### config.mk
export PLATFORM = sky130hd
export DESIGN_NAME = pmod_cls_spi_responder_flat
export DESIGN_NICKNAME = d
export VERILOG_FILES = /design/src/rtl/pmod_cls_spi_responder_pkg.sv /design/src/rtl/pmod_cls_spi_responder_if.sv /design/src/rtl/pmod_cls_spi_responder_shifter.sv /design/src/rtl/pmod_cls_spi_responder.sv /design/src/flat_wrapper.sv
export SDC_FILE = /design/constraint.sdc
export NUM_CORES = 1
export LEC_CHECK = 0
export CORE_MARGIN = 2
export CORE_UTILIZATION = 60
export DETAILED_ROUTE_END_ITERATION = 12
export DONT_BUFFER_PORTS = 1
export PLACE_DENSITY = 0.77
export SLEW_MARGIN = 10
export SYNTH_ARGS = -nofsm -noshare
export SYNTH_HDL_FRONTEND = slang
export SYNTH_SLANG_ARGS = --single-unit
### constraint.sdc
create_clock -name i_clk_20mhz -period 7.7 [get_ports i_clk_20mhz]
set_clock_uncertainty 0.05 [all_clocks]
set_input_delay 1.54 -clock i_clk_20mhz [delete_from_list [all_inputs] [get_ports i_clk_20mhz]]
set_output_delay 1.54 -clock i_clk_20mhz [all_outputs]
set_load 0.005 [all_outputs]
### src/rtl/pmod_cls_spi_responder_pkg.sv
// Shared types, ASCII constants and byte-class helpers for the PMOD CLS SPI responder.
// The error counter is built only when PMOD_CLS_RESPONDER_ERR_COUNT_EN is defined.
package pmod_stand_spi_solo_pkg;

  // Element [i] holds the character shown in column i.
  typedef logic [15:0][7:0] t_pmod_cls_ascii_line_16;

  typedef enum logic [2:0] {
    ST_TEXT,
    ST_ESC,
    ST_CSI,
    ST_ROW,
    ST_COL
  } t_pmod_cls_resp_state;

  localparam logic [7:0] c_ascii_esc    = 8'h1B;
  localparam logic [7:0] c_ascii_lbrack = 8'h5B;
  localparam logic [7:0] c_ascii_semi   = 8'h3B;
  localparam logic [7:0] c_ascii_H      = 8'h48;
  localparam logic [7:0] c_ascii_j      = 8'h6A;
  localparam logic [7:0] c_ascii_space  = 8'h20;

  localparam t_pmod_cls_ascii_line_16 c_blank_line = {16{c_ascii_space}};
  localparam logic [6:0] c_acc_max = 7'd99;

  function automatic logic is_digit(input logic [7:0] b);
    return (b >= 8'h30) && (b <= 8'h39);
  endfunction

  function automatic logic is_print(input logic [7:0] b);
    return (b >= 8'h20) && (b <= 8'h7E);
  endfunction

  function automatic logic is_final(input logic [7:0] b);
    return (b >= 8'h40) && (b <= 8'h7E);
  endfunction

  // Decimal accumulate acc*10 + digit, saturating at 99.
  function automatic logic [6:0] acc_step(input logic [6:0] acc, input logic [7:0] b);
    logic [10:0] sum;
    sum = 11'(acc) * 11'd10 + 11'(b - 8'h30);
    return (sum > 11'(c_acc_max)) ? c_acc_max : sum[6:0];
  endfunction

endpackage

### src/rtl/pmod_cls_spi_responder_if.sv
// SPI pins between the CLS driver (master) and the display responder (slave).
interface pmod_cls_spi_responder_if;
  logic ei_sck;
  logic ei_csn;
  logic ei_copi;
  logic eo_cipo_o;
  logic eo_cipo_t;

  modport master (output ei_sck, ei_csn, ei_copi, input eo_cipo_o, eo_cipo_t);
  modport slave  (input ei_sck, ei_csn, ei_copi, output eo_cipo_o, eo_cipo_t);
endinterface

### src/rtl/pmod_cls_spi_responder_shifter.sv
// Synchronizes the raw SPI pins, detects SCK rising edges and assembles MSB-first bytes.
// byte_valid is a one-cycle strobe with no ready: the consumer must take byte_data that cycle.
module pmod_spi_responder_shifter #(
  parameter int parm_sync_stages = 2
) (
  input  logic       clk,
  input  logic       rstn,
  input  logic       sck,
  input  logic       csn,
  input  logic       copi,
  output logic       byte_valid,
  output logic [7:0] byte_data,
  output logic       partial_abort
);

  logic [parm_sync_stages-1:0] sck_sync, csn_sync, copi_sync;
  logic sck_q, sck_d, csn_q, csn_d, copi_q;
  logic [6:0] shreg;
  logic [2:0] cnt;
  logic shift_en;

  // CSN is taken from either of the two aligned samples so a CSN rise that
  // coincides with the final SCK edge still completes the byte.
  assign shift_en = sck_q && !sck_d && (!csn_q || !csn_d);

  always_ff @(posedge clk) begin
    if (!rstn) begin
      sck_sync      <= '0;
      csn_sync      <= '1;
      copi_sync     <= '0;
      sck_q         <= 1'b0;
      sck_d         <= 1'b0;
      csn_q         <= 1'b1;
      csn_d         <= 1'b1;
      copi_q        <= 1'b0;
      shreg         <= '0;
      cnt           <= '0;
      byte_valid    <= 1'b0;
      byte_data     <= '0;
      partial_abort <= 1'b0;
    end else begin
      sck_sync      <= {sck_sync[parm_sync_stages-2:0], sck};
      csn_sync      <= {csn_sync[parm_sync_stages-2:0], csn};
      copi_sync     <= {copi_sync[parm_sync_stages-2:0], copi};
      sck_q         <= sck_sync[parm_sync_stages-1];
      csn_q         <= csn_sync[parm_sync_stages-1];
      copi_q        <= copi_sync[parm_sync_stages-1];
      sck_d         <= sck_q;
      csn_d         <= csn_q;
      byte_valid    <= 1'b0;
      partial_abort <= 1'b0;
      if (shift_en) begin
        shreg <= {shreg[5:0], copi_q};
        cnt   <= cnt + 3'd1;
        if (cnt == 3'd7) begin
          byte_data  <= {shreg, copi_q};
          byte_valid <= 1'b1;
        end
      end else if (csn_q) begin
        cnt           <= '0;
        partial_abort <= (cnt != 3'd0);
      end
    end
  end

endmodule

### src/rtl/pmod_cls_spi_responder.sv
// PMOD CLS display emulator: escape-sequence parser and two 16-char line buffers.
// Define PMOD_CLS_RESPONDER_ERR_COUNT_EN to build the saturating protocol error counter.
module pmod_cls_spi_responder
  import pmod_stand_spi_solo_pkg::*;
#(
  parameter int parm_sync_stages = 2,
  parameter int parm_line_len    = 16
) (
  input  logic                    i_clk_20mhz,
  input  logic                    i_rstn_20mhz,
  pmod_cls_spi_responder_if.slave spi,
  output logic                    o_byte_valid,
  output logic [7:0]              o_byte_data,
  output logic                    o_cmd_clear,
  output logic                    o_line_updated,
  output logic                    o_cursor_row,
  output logic [4:0]              o_cursor_col,
  output t_pmod_cls_ascii_line_16 o_line1,
  output t_pmod_cls_ascii_line_16 o_line2,
  output logic [7:0]              o_err_count,
  output t_pmod_cls_resp_state    o_parser_state
);

  localparam logic [4:0] c_len  = 5'(parm_line_len);
  localparam logic [6:0] c_len7 = 7'(parm_line_len);

  logic byte_valid, partial_abort;
  logic [7:0] byte_data;

  t_pmod_cls_resp_state state_q, state_d;
  t_pmod_cls_ascii_line_16 [1:0] line_q, line_d;
  logic row_q, row_d;
  logic [4:0] col_q, col_d;
  logic [6:0] row_acc_q, row_acc_d, col_acc_q, col_acc_d;
  logic clear_q, clear_d, upd_q, upd_d, err_d;

  assign spi.eo_cipo_o = 1'b0;
  assign spi.eo_cipo_t = 1'b1;

  pmod_spi_responder_shifter #(.parm_sync_stages(parm_sync_stages)) u_shifter (
    .clk           (i_clk_20mhz),
    .rstn          (i_rstn_20mhz),
    .sck           (spi.ei_sck),
    .csn           (spi.ei_csn),
    .copi          (spi.ei_copi),
    .byte_valid    (byte_valid),
    .byte_data     (byte_data),
    .partial_abort (partial_abort)
  );

  always_ff @(posedge i_clk_20mhz) begin
    if (!i_rstn_20mhz) begin
      state_q   <= ST_TEXT;
      line_q    <= {2{c_blank_line}};
      row_q     <= 1'b0;
      col_q     <= '0;
      row_acc_q <= '0;
      col_acc_q <= '0;
      clear_q   <= 1'b0;
      upd_q     <= 1'b0;
    end else begin
      state_q   <= state_d;
      line_q    <= line_d;
      row_q     <= row_d;
      col_q     <= col_d;
      row_acc_q <= row_acc_d;
      col_acc_q <= col_acc_d;
      clear_q   <= clear_d;
      upd_q     <= upd_d;
    end
  end

  // Every byte leaves the parser in ST_TEXT unless a branch says otherwise.
  always_comb begin
    state_d   = state_q;
    line_d    = line_q;
    row_d     = row_q;
    col_d     = col_q;
    row_acc_d = row_acc_q;
    col_acc_d = col_acc_q;
    clear_d   = 1'b0;
    upd_d     = 1'b0;
    err_d     = 1'b0;
    if (byte_valid) begin
      state_d = ST_TEXT;
      unique case (state_q)
        ST_TEXT: begin
          if (byte_data == c_ascii_esc) begin
            state_d = ST_ESC;
          end else if (is_print(byte_data) && (col_q < c_len)) begin
            line_d[row_q][col_q[3:0]] = byte_data;
            col_d = col_q + 5'd1;
            upd_d = 1'b1;
          end
        end
        ST_ESC: begin
          if (byte_data == c_ascii_lbrack) begin
            state_d   = ST_CSI;
            row_acc_d = '0;
            col_acc_d = '0;
          end else begin
            err_d = 1'b1;
          end
        end
        ST_CSI: begin
          if (byte_data == c_ascii_j) begin
            line_d  = {2{c_blank_line}};
            row_d   = 1'b0;
            col_d   = '0;
            clear_d = 1'b1;
            upd_d   = 1'b1;
          end else if (is_digit(byte_data)) begin
            row_acc_d = acc_step(7'd0, byte_data);
            state_d   = ST_ROW;
          end else if (!is_final(byte_data)) begin
            err_d = 1'b1;
          end
        end
        ST_ROW: begin
          if (is_digit(byte_data)) begin
            row_acc_d = acc_step(row_acc_q, byte_data);
            state_d   = ST_ROW;
          end else if (byte_data == c_ascii_semi) begin
            state_d = ST_COL;
          end else if (byte_data == c_ascii_H) begin
            if (row_acc_q >= 7'd2) begin
              err_d = 1'b1;
            end else begin
              row_d = row_acc_q[0];
              col_d = '0;
            end
          end else if (!is_final(byte_data)) begin
            err_d = 1'b1;
          end
        end
        ST_COL: begin
          if (is_digit(byte_data)) begin
            col_acc_d = acc_step(col_acc_q, byte_data);
            state_d   = ST_COL;
          end else if (byte_data == c_ascii_H) begin
            if (row_acc_q >= 7'd2) begin
              err_d = 1'b1;
            end else begin
              row_d = row_acc_q[0];
              col_d = (col_acc_q > c_len7) ? c_len : col_acc_q[4:0];
            end
          end else if (!is_final(byte_data)) begin
            err_d = 1'b1;
          end
        end
        default: state_d = ST_TEXT;
      endcase
    end
  end

`ifdef PMOD_CLS_RESPONDER_ERR_COUNT_EN
  logic [7:0] err_q;
  logic [8:0] err_sum;
  assign err_sum = {1'b0, err_q} + 9'(err_d) + 9'(partial_abort);
  always_ff @(posedge i_clk_20mhz) begin
    if (!i_rstn_20mhz) begin
      err_q <= '0;
    end else begin
      err_q <= err_sum[8] ? 8'hFF : err_sum[7:0];
    end
  end
  assign o_err_count = err_q;
`else
  logic unused_err;
  assign unused_err  = err_d ^ partial_abort;
  assign o_err_count = '0;
`endif

  assign o_byte_valid   = byte_valid;
  assign o_byte_data    = byte_data;
  assign o_cmd_clear    = clear_q;
  assign o_line_updated = upd_q;
  assign o_cursor_row   = row_q;
  assign o_cursor_col   = col_q;
  assign o_line1        = line_q[0];
  assign o_line2        = line_q[1];
  assign o_parser_state = state_q;

endmodule

### src/flat_wrapper.sv
// flat-port wrapper written by rule: the top's interface ports become plain ports
module pmod_cls_spi_responder_flat import pmod_stand_spi_solo_pkg::*;
#(
  parameter int parm_sync_stages = 2,
  parameter int parm_line_len    = 16
)
  (i_clk_20mhz, i_rstn_20mhz, o_byte_valid, o_byte_data, o_cmd_clear, o_line_updated, o_cursor_row, o_cursor_col, o_line1, o_line2, o_err_count, o_parser_state, spi_ei_sck, spi_ei_csn, spi_ei_copi, spi_eo_cipo_o, spi_eo_cipo_t);
  pmod_cls_spi_responder_if spi_i ();
  input  logic i_clk_20mhz;
  input  logic i_rstn_20mhz;
  output logic o_byte_valid;
  output logic [7:0] o_byte_data;
  output logic o_cmd_clear;
  output logic o_line_updated;
  output logic o_cursor_row;
  output logic [4:0] o_cursor_col;
  output t_pmod_cls_ascii_line_16 o_line1;
  output t_pmod_cls_ascii_line_16 o_line2;
  output logic [7:0] o_err_count;
  output t_pmod_cls_resp_state o_parser_state;
  input wire logic [$bits(spi_i.ei_sck)-1:0] spi_ei_sck;
  input wire logic [$bits(spi_i.ei_csn)-1:0] spi_ei_csn;
  input wire logic [$bits(spi_i.ei_copi)-1:0] spi_ei_copi;
  output wire logic [$bits(spi_i.eo_cipo_o)-1:0] spi_eo_cipo_o;
  output wire logic [$bits(spi_i.eo_cipo_t)-1:0] spi_eo_cipo_t;
  assign spi_i.ei_sck = spi_ei_sck;
  assign spi_i.ei_csn = spi_ei_csn;
  assign spi_i.ei_copi = spi_ei_copi;
  assign spi_eo_cipo_o = spi_i.eo_cipo_o;
  assign spi_eo_cipo_t = spi_i.eo_cipo_t;
  pmod_cls_spi_responder #(.parm_sync_stages(parm_sync_stages), .parm_line_len(parm_line_len)) u_core (.i_clk_20mhz(i_clk_20mhz), .i_rstn_20mhz(i_rstn_20mhz), .spi(spi_i), .o_byte_valid(o_byte_valid), .o_byte_data(o_byte_data), .o_cmd_clear(o_cmd_clear), .o_line_updated(o_line_updated), .o_cursor_row(o_cursor_row), .o_cursor_col(o_cursor_col), .o_line1(o_line1), .o_line2(o_line2), .o_err_count(o_err_count), .o_parser_state(o_parser_state));
endmodule
=== Word-level counts from Yosys, hierarchy flattened ===
Index checks and enable logic that the tools add are counted.
W data, S select, Z words.

* Flip-flop bits (word level): 311
* Input bits: 5
* Output and inout port bits: 286
* Logic and storage cells: 177

* Add/sub/neg operators: 5
* Multiply operators: 2
* Magnitude comparators: 14
* Equality and inequality tests: 25
* Multiplexer cells: 53
* Reduce and logical (&&, ||, !) cells: 27

{| class="wikitable"
|+ Operators with widths
! kind !! number
|-
| $mux W256 || 3
|-
| $pmux W256 S2 || 1
|-
| $bwmux W256 || 1
|-
| $demux W128 S1 || 1
|-
| $mux W128 || 1
|-
| $mux W7 || 8
|-
| $mux W5 || 11
|-
| $gt A11 B7 Y1 const B || 3
|-
| $demux W8 S4 || 1
|-
| $eq A8 B7 Y1 const B || 3
|-
| $add A11 B11 Y11 || 2
|-
| $pmux W7 S3 || 1
|-
| $mul A7 B3 Y10 const B || 2
|-
| $pmux W5 S4 || 1
|-
| $mux W3 || 6
|-
| $ge A8 B6 Y1 const B || 2
|-
| $ne A2 B1 Y1 const B || 8
|-
| $pmux W3 S5 || 1
|-
| $ne A2 B2 Y1 const B || 7
|-
| $pmux W7 S2 || 1
|-
| $reduce_and A12 Y1 || 1
|-
| $reduce_and A6 Y1 || 2
|-
| $mux W1 || 11
|-
| $sub A8 B6 Y9 const B || 1
|-
| 31 further kinds || 47
|}

=== Logic depth before layout (Yosys ltp) ===
Gate-level depths: netlist (run 1).

* Depth after elaboration: 10
* Depth in mapped cells: 15
* Gate-level depth less buffers: 15

=== Modules after synthesis ===
From an unflattened synthesis (run 1), not the netlist that was laid out.

* Cell total of the unflattened synthesis: 1344
* Area, all modules: 12917.4 um2

{| class="wikitable"
|+ Modules (own cells, without submodules)
! module !! instances !! cells each !! area each (um2) !! seq. area each (um2)
|-
| pmod_cls_spi_responder || 1 || 1226 || 11757.5 || 5625.4
|-
| pmod_spi_responder_shifter || 1 || 118 || 1159.9 || 620.6
|}

=== Worst setup path before layout (run 1) ===
Ideal clock, no wire load.

* Path type: register -> register
* Start: register u_core.row_acc_q[1]
* End: register u_core.row_acc_q[5]
* Setup time: 0.122 ns
* Data arrival time: 3.505 ns
* Path slack: 4.023 ns
* Cell stages (with the launch flop): 13
* Path buffers: 0
* Cell sequence: dfxtp_1 ha_1 ha_1 fa_1 xor2_1 ha_1 and3_1 a221oi_1 xnor2_1 or2_2 a31oi_1 nor2_1 o311a_1

* Cells in the longest elaborated chain, start to end: 6

{| class="wikitable"
|+ RTL lines
! element !! line !! text
|-
| start, declared || pmod_cls_spi_responder.sv:34 || <nowiki>logic [6:0] row_acc_q, row_acc_d, col_acc_q, col_acc_d;</nowiki>
|-
| start signal, assigned || pmod_cls_spi_responder.sv:66 || <nowiki>row_acc_q <= row_acc_d;</nowiki>
|-
| $mul A7 B3 Y10 (*) || pmod_cls_spi_responder_pkg.sv:41 || <nowiki>sum = 11'(acc) * 11'd10 + 11'(b - 8'h30);</nowiki>
|-
| $add A11 B11 Y11 (*) || pmod_cls_spi_responder_pkg.sv:41 ||
|-
| $gt A11 B7 Y1 || pmod_cls_spi_responder_pkg.sv:42 || <nowiki>return (sum > 11'(c_acc_max)) ? c_acc_max : sum[6:0];</nowiki>
|-
| $mux W7 (*) || pmod_cls_spi_responder_pkg.sv:42 ||
|-
| $mux W7 (*) || pmod_cls_spi_responder.sv:120 || <nowiki>if (is_digit(byte_data)) begin</nowiki>
|-
| $pmux W7 S3 (*) || pmod_cls_spi_responder.sv:86 || <nowiki>unique case (state_q)</nowiki>
|}

Every way passes the cells marked *; elsewhere a longest branch is shown, timed or not. The select of a mux whose other input is x is not followed.
A chain may end at the register's enable or synchronous reset.

=== Worst setup path after layout (run 1) ===
Ends and elaborated chain as after synthesis.

==> flow_metrics.py, run 1 <==
metrics = {
    "sta": {
        "finalSetupTns_ns": 0,
        "tightest_slew_ns": 1.20,
        "max_clock_freq_mhz": 244,
        "maxSlewViolCount": 0,
        "rsz0062_at_grt": "false",
        "final-hold-violation-count": 0,
        "layout_worst_path_cycle_share": 0.531,
        "slew_headroom": 0.196,
        "finalSetupViolCount": 0,
        "hold_slack_ns": 0.364,
        "min_period_ns": 4.09,
    },
    "hold_path": {
        "hold_class": "flip-flop to flip-flop",
    },
    "detailed_routing": {
        "final_antenna_net_count": 0,
        "avgViaCountPerCell": 6.09,
        "drc": 0,
        "drt-initial-drc-count": 767,
        "drt-pass1-iter-count": 5,
        "routedWlPerCell_um": 20.8,
        "routed_wl_um": 34800,
        "num_vias": 10170,
    },
    "setup_path": {
        "required_ns": 8.09,
        "critPathLaunch": "u_core.row_acc_q[1]",
        "r2r_end": "u_core.row_acc_q[5]",
        "critPathSlowestCell": "a221oi_1",
        "reg2reg_slack_ns": 3.61,
        "max_stage_delay_ns": 0.60,
        "cp.depth": 12,
        "critPathMaxFanout": 7,
        "arrival_ns": 4.48,
        "path_common_cell": "ha_1",
        "crit_buf_inv": 0,
        "crit_family": "adder cells",
        "crit_chain": "ha_1, ha_1, fa_1, xor2_1, ha_1, and3_1, a221oi_1, xnor2_1, or2_2, a31oi_1, nor2_1, o311a_1",
        "r2r_cells": 12,
        "cp-end-kind": "flip-flop",
        "startpoint_type": "flip-flop",
        "cp-endpoint": "u_core.row_acc_q[5]",
        "reg2reg_from": "u_core.row_acc_q[1]",
        "path_class": "flip-flop to flip-flop",
    },
    "die": {
        "io_pins": 291,
        "fp.dieH_um": 148,
        "core_um2": 20300,
        "rows": 52,
        "dieArea_um2": 21900,
        "dieWidth_um": 148,
        "start_util": 0.614,
    },
    "placement": {
        "place_congestion": 0.907,
        "dp.cells": 1616,
        "portBuffers": 0,
        "dp_hpwl_um": 24200,
    },
    "layout": {
        "fin_cells": 1670,
        "drive_gt1_frac": 0.0479,
        "n_fill_cell": 1657,
        "nNetsFinal": 1435,
        "areaGrowthSynthToFinish_pct": 8.54,
        "n_antenna_cell": 0,
    },
    "logic_synthesis": {
        "yosysMostFrequentCell": "dfxtp_1",
        "synth.largest_area_cell": "dfxtp_1",
        "synthTopCellsByCount": "dfxtp_1, nand2_1, o21ai_0, a21oi_1, nor2_1",
        "synth_cell_types": 69,
        "ys_warn_count": 0,
        "synth.area.top_cells": "dfxtp_1, o21ai_0, nand2_1",
        "synth_top_area_share": 0.500,
        "ys_seq_elements": 311,
        "synthFlopType": "dfxtp_1",
        "synth_edf_count": 0,
        "syn_area_um2": 12500,
        "ys_seq_area_frac": 0.500,
        "synth_cells": 1408,
        "syn_area_per_cell_um2": 8.85,
        "async_reset_ff_frac": 0,
    },
    "pwr": {
        "ir_drop_v": 0.000158,
        "leakage_nw": 5.37,
        "cellPowerDensity_nw_per_um2": 230,
    },
    "grt": {
        "grt_usage": 0.306,
        "grt-ovfl-total": 0,
        "antenna_found_initial": 0,
        "grt_pass1_vias": 9638,
        "grt_pass1_wl_um": 53900,
        "grt_max_degree": 52,
    },
    "clock_tree": {
        "clock_latency_ns": 0.56,
        "cts_setup_buffers": 0,
        "clkSinkCount": 311,
        "h-tree-depth": 1,
        "cts_hold_buffers": 0,
        "cts_tree": "done",
        "numCtsBuffers": 30,
        "cts_resized": 0,
        "root_buffer": "clkbuf_16",
        "clock_path_buffers": 3,
        "path_clk_slew_ns": 0.06,
    },
    "run": {
        "max_cap_viol_count": 0,
    },
    "run_status": {
        "status": "complete, no violations",
    },
}
-- kinds of logic (layout without fill, tap and decap cells) --
logic type	Yosys count	count (layout)	synth area share
AOI/OAI and AO/OA	424	424	0.207
xor gates and xnor gates	26	26	0.0205
adders and majority gates	52	52	0.0546
buffers and inverters	120	104	0.0409
DFF	311	311	0.500
muxes	10	10	0.00804
other	2	10	0.000603
and+or+nand+nor	463	463	0.169
-- worst register-to-register path: cells and delay by family, from the launching register on --
kind	cells	cell delay [ns]
XOR/XNOR	2	0.30
flip-flops	1	0.42
AND/OR/NAND/NOR	3	0.68
AO/OA/AOI/OAI	3	1.23
adder cells (fa/ha/maj)	4	1.29
-- placed cells by master (no fill, tap or decap), types with 29 or more instances in the layout --
cell and count:
dfxtp_1 311, nand2_1 230, o21ai_0 178, a21oi_1 104
nor2_1 81, ha_1 48, and2_1 47, inv_1 43
clkbuf_16 30, o21a_1 29
-- routing by layer --
layer  vias up  track usage  part of all wire
li1       4797            -                 -
met1      4797        0.394              0.39
met2       485        0.499              0.47
met3        91       0.0831              0.11
met4         0        0.106             0.033
met5         -            0                 0
-- through the flow --
step / total power [W] / setup WS [ns] / util / instance area, µm²
2_1_floorplan: 0.00168 / 4.02 / - / 12500
3_3_place_gp: 0.00168 / 3.71 / 0.617 / 12500
3_5_place_dp: 0.00168 / 3.64 / 0.617 / 12500
4_1_cts: 0.00312 / 3.62 / 0.666 / 13500
5_1_grt: 0.00320 / 3.36 / 0.666 / 13500
6_report: 0.00311 / 3.61 / 0.666 / 13500
-- layout make-up --
type	instances	area, µm²	share of cell area
flip-flops and latches	311	6230	0.460
multi-input cells	985	5760	0.426
clock buffers	46	871	0.0644
well taps	270	338	0.0250
inverters	43	161	0.0119
clock inverters	8	111	0.00824
repair buffers	7	52.6	0.00389
-- registers in the layout (all words and copies together) (netlist names), 2 cells and up --
signal,count
u_core.u_shifter.csn_sync,2
u_core.o_parser_state,3
u_core.u_shifter.shreg,7
u_core.row_acc_q,7
u_core.col_acc_q,7
u_core.u_shifter.cnt,3
u_core.o_cursor_col,5
u_core.o_line2,128
u_core.u_shifter.byte_data,8
u_core.u_shifter.copi_sync,2
u_core.o_line1,128
u_core.u_shifter.sck_sync,2
-- report_power, final --
group	total [W]	leakage [nW]	internal, W	switching, W
clock network	0.00147	0.482	0.000846	0.000623
registers	0.00161	2.51	0.00161	0.000000487
logic	0.0000324	2.38	0.00000663	0.0000258
-- worst min path at each step --
stage | start | end | slack, ns | cells past startpoint
finish | u_core.u_shifter.csn_sync[1] | u_core.u_shifter.csn_q | 0.36 | 1
global route | u_core.u_shifter.csn_sync[1] | u_core.u_shifter.csn_q | 0.38 | 1
CTS | u_core.u_shifter.csn_sync[1] | u_core.u_shifter.csn_q | 0.37 | 1
detailed placement | u_core.u_shifter.csn_sync[1] | u_core.u_shifter.csn_q | 0.35 | 1
global placement | u_core.u_shifter.csn_sync[0] | u_core.u_shifter.csn_sync[1] | 0.34 | 1
floorplan | u_core.u_shifter.csn_sync[1] | u_core.u_shifter.csn_q | 0.34 | 1
(Power assumes the default switching activity.)
==> run 2: changes to the inputs <==
--- a/config.mk
+++ b/config.mk
@@ -6,10 +6,10 @@
 export NUM_CORES = 1
 export LEC_CHECK = 0
 export CORE_MARGIN = 2
-export CORE_UTILIZATION = 60
+export CORE_UTILIZATION = 57
 export DETAILED_ROUTE_END_ITERATION = 12
 export DONT_BUFFER_PORTS = 1
-export PLACE_DENSITY = 0.77
+export PLACE_DENSITY = 0.76
 export SLEW_MARGIN = 10
 export SYNTH_ARGS = -nofsm -noshare
 export SYNTH_HDL_FRONTEND = slang
==> constraint.sdc (replaced) <==
create_clock -name i_clk_20mhz -period 3.3 [get_ports i_clk_20mhz]
set_clock_uncertainty 0.05 [all_clocks]
set_input_delay 0.66 -clock i_clk_20mhz [delete_from_list [all_inputs] [get_ports i_clk_20mhz]]
set_output_delay 0.66 -clock i_clk_20mhz [all_outputs]
set_load 0.005 [all_outputs]
==> flow_metrics.py, run 2 (same netlist as run 1, synthesis figures left out) <==
metrics = {
    "setup_path": {
        "required_ns": 3.67,
        "r2r_end": "u_core.row_acc_q[5]",
        "reg2reg_from": "u_core.row_acc_q[2]",
        "cp-end-kind": "flip-flop",
        "reg2reg_slack_ns": -0.03,
        "arrival_ns": 3.70,
        "r2r_cells": 14,
        "path_class": "flip-flop to flip-flop",
        "critPathMaxFanout": 4,
        "startpoint_type": "flip-flop",
        "critPathLaunch": "u_core.row_acc_q[2]",
    },
    "detailed_routing": {
        "num_vias": 10605,
        "drt-pass1-iter-count": 5,
        "avgViaCountPerCell": 6.08,
        "routed_wl_um": 36200,
        "drc": 0,
        "drt-initial-drc-count": 847,
        "final_antenna_net_count": 0,
        "routedWlPerCell_um": 20.7,
    },
    "grt": {
        "antenna_found_initial": 0,
        "grt-ovfl-total": 0,
        "grt_pass1_vias": 10040,
        "grt_usage": 0.295,
        "grt_max_degree": 52,
        "grt_pass1_wl_um": 56000,
    },
    "die": {
        "fp.dieH_um": 152,
        "io_pins": 291,
        "start_util": 0.576,
        "core_um2": 21600,
        "rows": 54,
        "dieArea_um2": 23100,
        "dieWidth_um": 152,
    },
    "placement": {
        "place_congestion": 0.904,
        "dp_hpwl_um": 24700,
        "portBuffers": 0,
        "post-place-ws_ns": -0.199,
        "postPlaceCellArea_um2": 13000,
    },
    "sta": {
        "slew_headroom": 0.459,
        "rsz0062_at_grt": "true",
        "setup_slack_ns": -0.0329,
        "final-hold-violation-count": 0,
        "min_period_ns": 3.33,
        "finalSetupViolCount": 1,
        "hold_slack_ns": 0.143,
        "maxSlewViolCount": 0,
        "tightest_slew_ns": 0.810,
        "max_clock_freq_mhz": 300,
        "layout_worst_path_cycle_share": 1.01,
    },
    "hold_path": {
        "holdPathEnd": "u_core.o_line1[125]",
        "holdPathStages": 1,
        "worstHoldStart": "i_rstn_20mhz",
        "hold_class": "primary input to flip-flop",
    },
    "layout": {
        "drive_gt1_frac": 0.133,
        "final_cell_area_um2": 14500,
        "final_cell_mix": "dfxtp_1, nand2_1, o21ai_0",
        "areaGrowthSynthToFinish_pct": 16.8,
        "nNetsFinal": 1498,
        "n_antenna_cell": 0,
        "final_common_cell": "dfxtp_1",
    },
    "pwr": {
        "p_seq_frac": 0.489,
        "cellPowerDensity_nw_per_um2": 528,
        "ir_drop_v": 0.000250,
        "p_sw_w": 0.00153,
        "leakage_nw": 5.76,
        "p_int_w": 0.00614,
        "power_frac_clock": 0.501,
        "switching_share": 0.199,
        "pwr-share-comb": 0.010,
    },
    "clock_tree": {
        "cts_tree": "done",
        "path_clk_slew_ns": 0.06,
        "cts_hold_buffers": 0,
        "clock_latency_ns": 0.55,
        "root_buffer": "clkbuf_16",
        "numCtsBuffers": 30,
        "h-tree-depth": 1,
        "clkSinkCount": 311,
        "clock_path_buffers": 3,
    },
    "run": {
        "max_cap_viol_count": 0,
    },
    "run_status": {
        "violations": "setup timing",
        "status": "complete, but fails checks",
    },
}
run 2: cell count changes in the layout (fill, tap and decap cells not counted), sizes merged:
cell,change
clkinvlp,+2
bufinv,+4
clkinv,+1
clkbuf,-6
inv,+1
buf,+63
run 2: power by group through the flow:
stage	combinational (W)	clock [W]	sequential, W
after floorplan	0.0000698	0	0.00384
after global placement	0.0000742	0	0.00384
after detailed placement	0.0000740	0	0.00384
after CTS	0.0000747	0.00386	0.00376
after global routing	0.0000835	0.00401	0.00376
final	0.0000756	0.00384	0.00376
run 2: area by class of cell:
class,count,area [µm²]
Sequential cell,311,6240
Clock inverter,16,253
Clock buffer,40,890
Fill cell,1728,7080
Inverter,43,161
Tap cell,280,350
Multi-Input combinational cell,985,6100
Timing Repair Buffer,70,551
run 2: what timing repair did:
action / in CTS / in global routing
buffers inserted: 3 / 5
endpoints found under the setup margin: 11 / 45
gates resized for setup: 25 / 34
pin swaps: 14 / 23
run 2: worst max-delay path, cell delays in order, from the launching register on:
cell	delay [ns]
dfxtp_4	0.36
ha_4	0.29
ha_4	0.20
a21o_1	0.17
a21oi_2	0.15
o21bai_1	0.10
a21oi_2	0.15
xnor2_1	0.10
ha_1	0.36
a21oi_2	0.15
xnor3_1	0.25
or2_4	0.25
a31oi_4	0.23
nor2_4	0.06
o311a_1	0.32
run 2: stage by stage:
| stage | setup TNS, ns | power (W) | instances | util |
|---|---|---|---|---|
| global placement | -0.344 | 0.00392 | 1681 | 0.603 |
| detailed placement | -1.07 | 0.00392 | 1681 | 0.603 |
| global route | -0.679 | 0.00785 | 1745 | 0.673 |
| finish | -0.0329 | 0.00768 | 1745 | 0.673 |
| CTS | -0.00477 | 0.00769 | 1740 | 0.662 |
| floorplan | 0 | 0.00391 | 1416 | - |
run 2: layer usage:
layer  global-route usage  vias to the layer above  share of wire
li1                     -                     4925              -
met1                0.355                     5089           0.38
met2                0.508                      508           0.49
met3               0.0836                       83          0.096
met4               0.0984                        0          0.029
met5                    0                        -              0
run 2: how the worst max path moves through the flow:
stage / slack [ns] / cells past startpoint / to
after floorplan: 0.005 / 11 / u_core.row_acc_q[5]
after detailed placement: -0.20 / 14 / u_core.row_acc_q[5]
after global routing: -0.16 / 14 / u_core.row_acc_q[5]
after global placement: -0.12 / 14 / u_core.row_acc_q[5]
final: -0.03 / 14 / u_core.row_acc_q[5]
after CTS: -0.005 / 11 / u_core.row_acc_q[5]
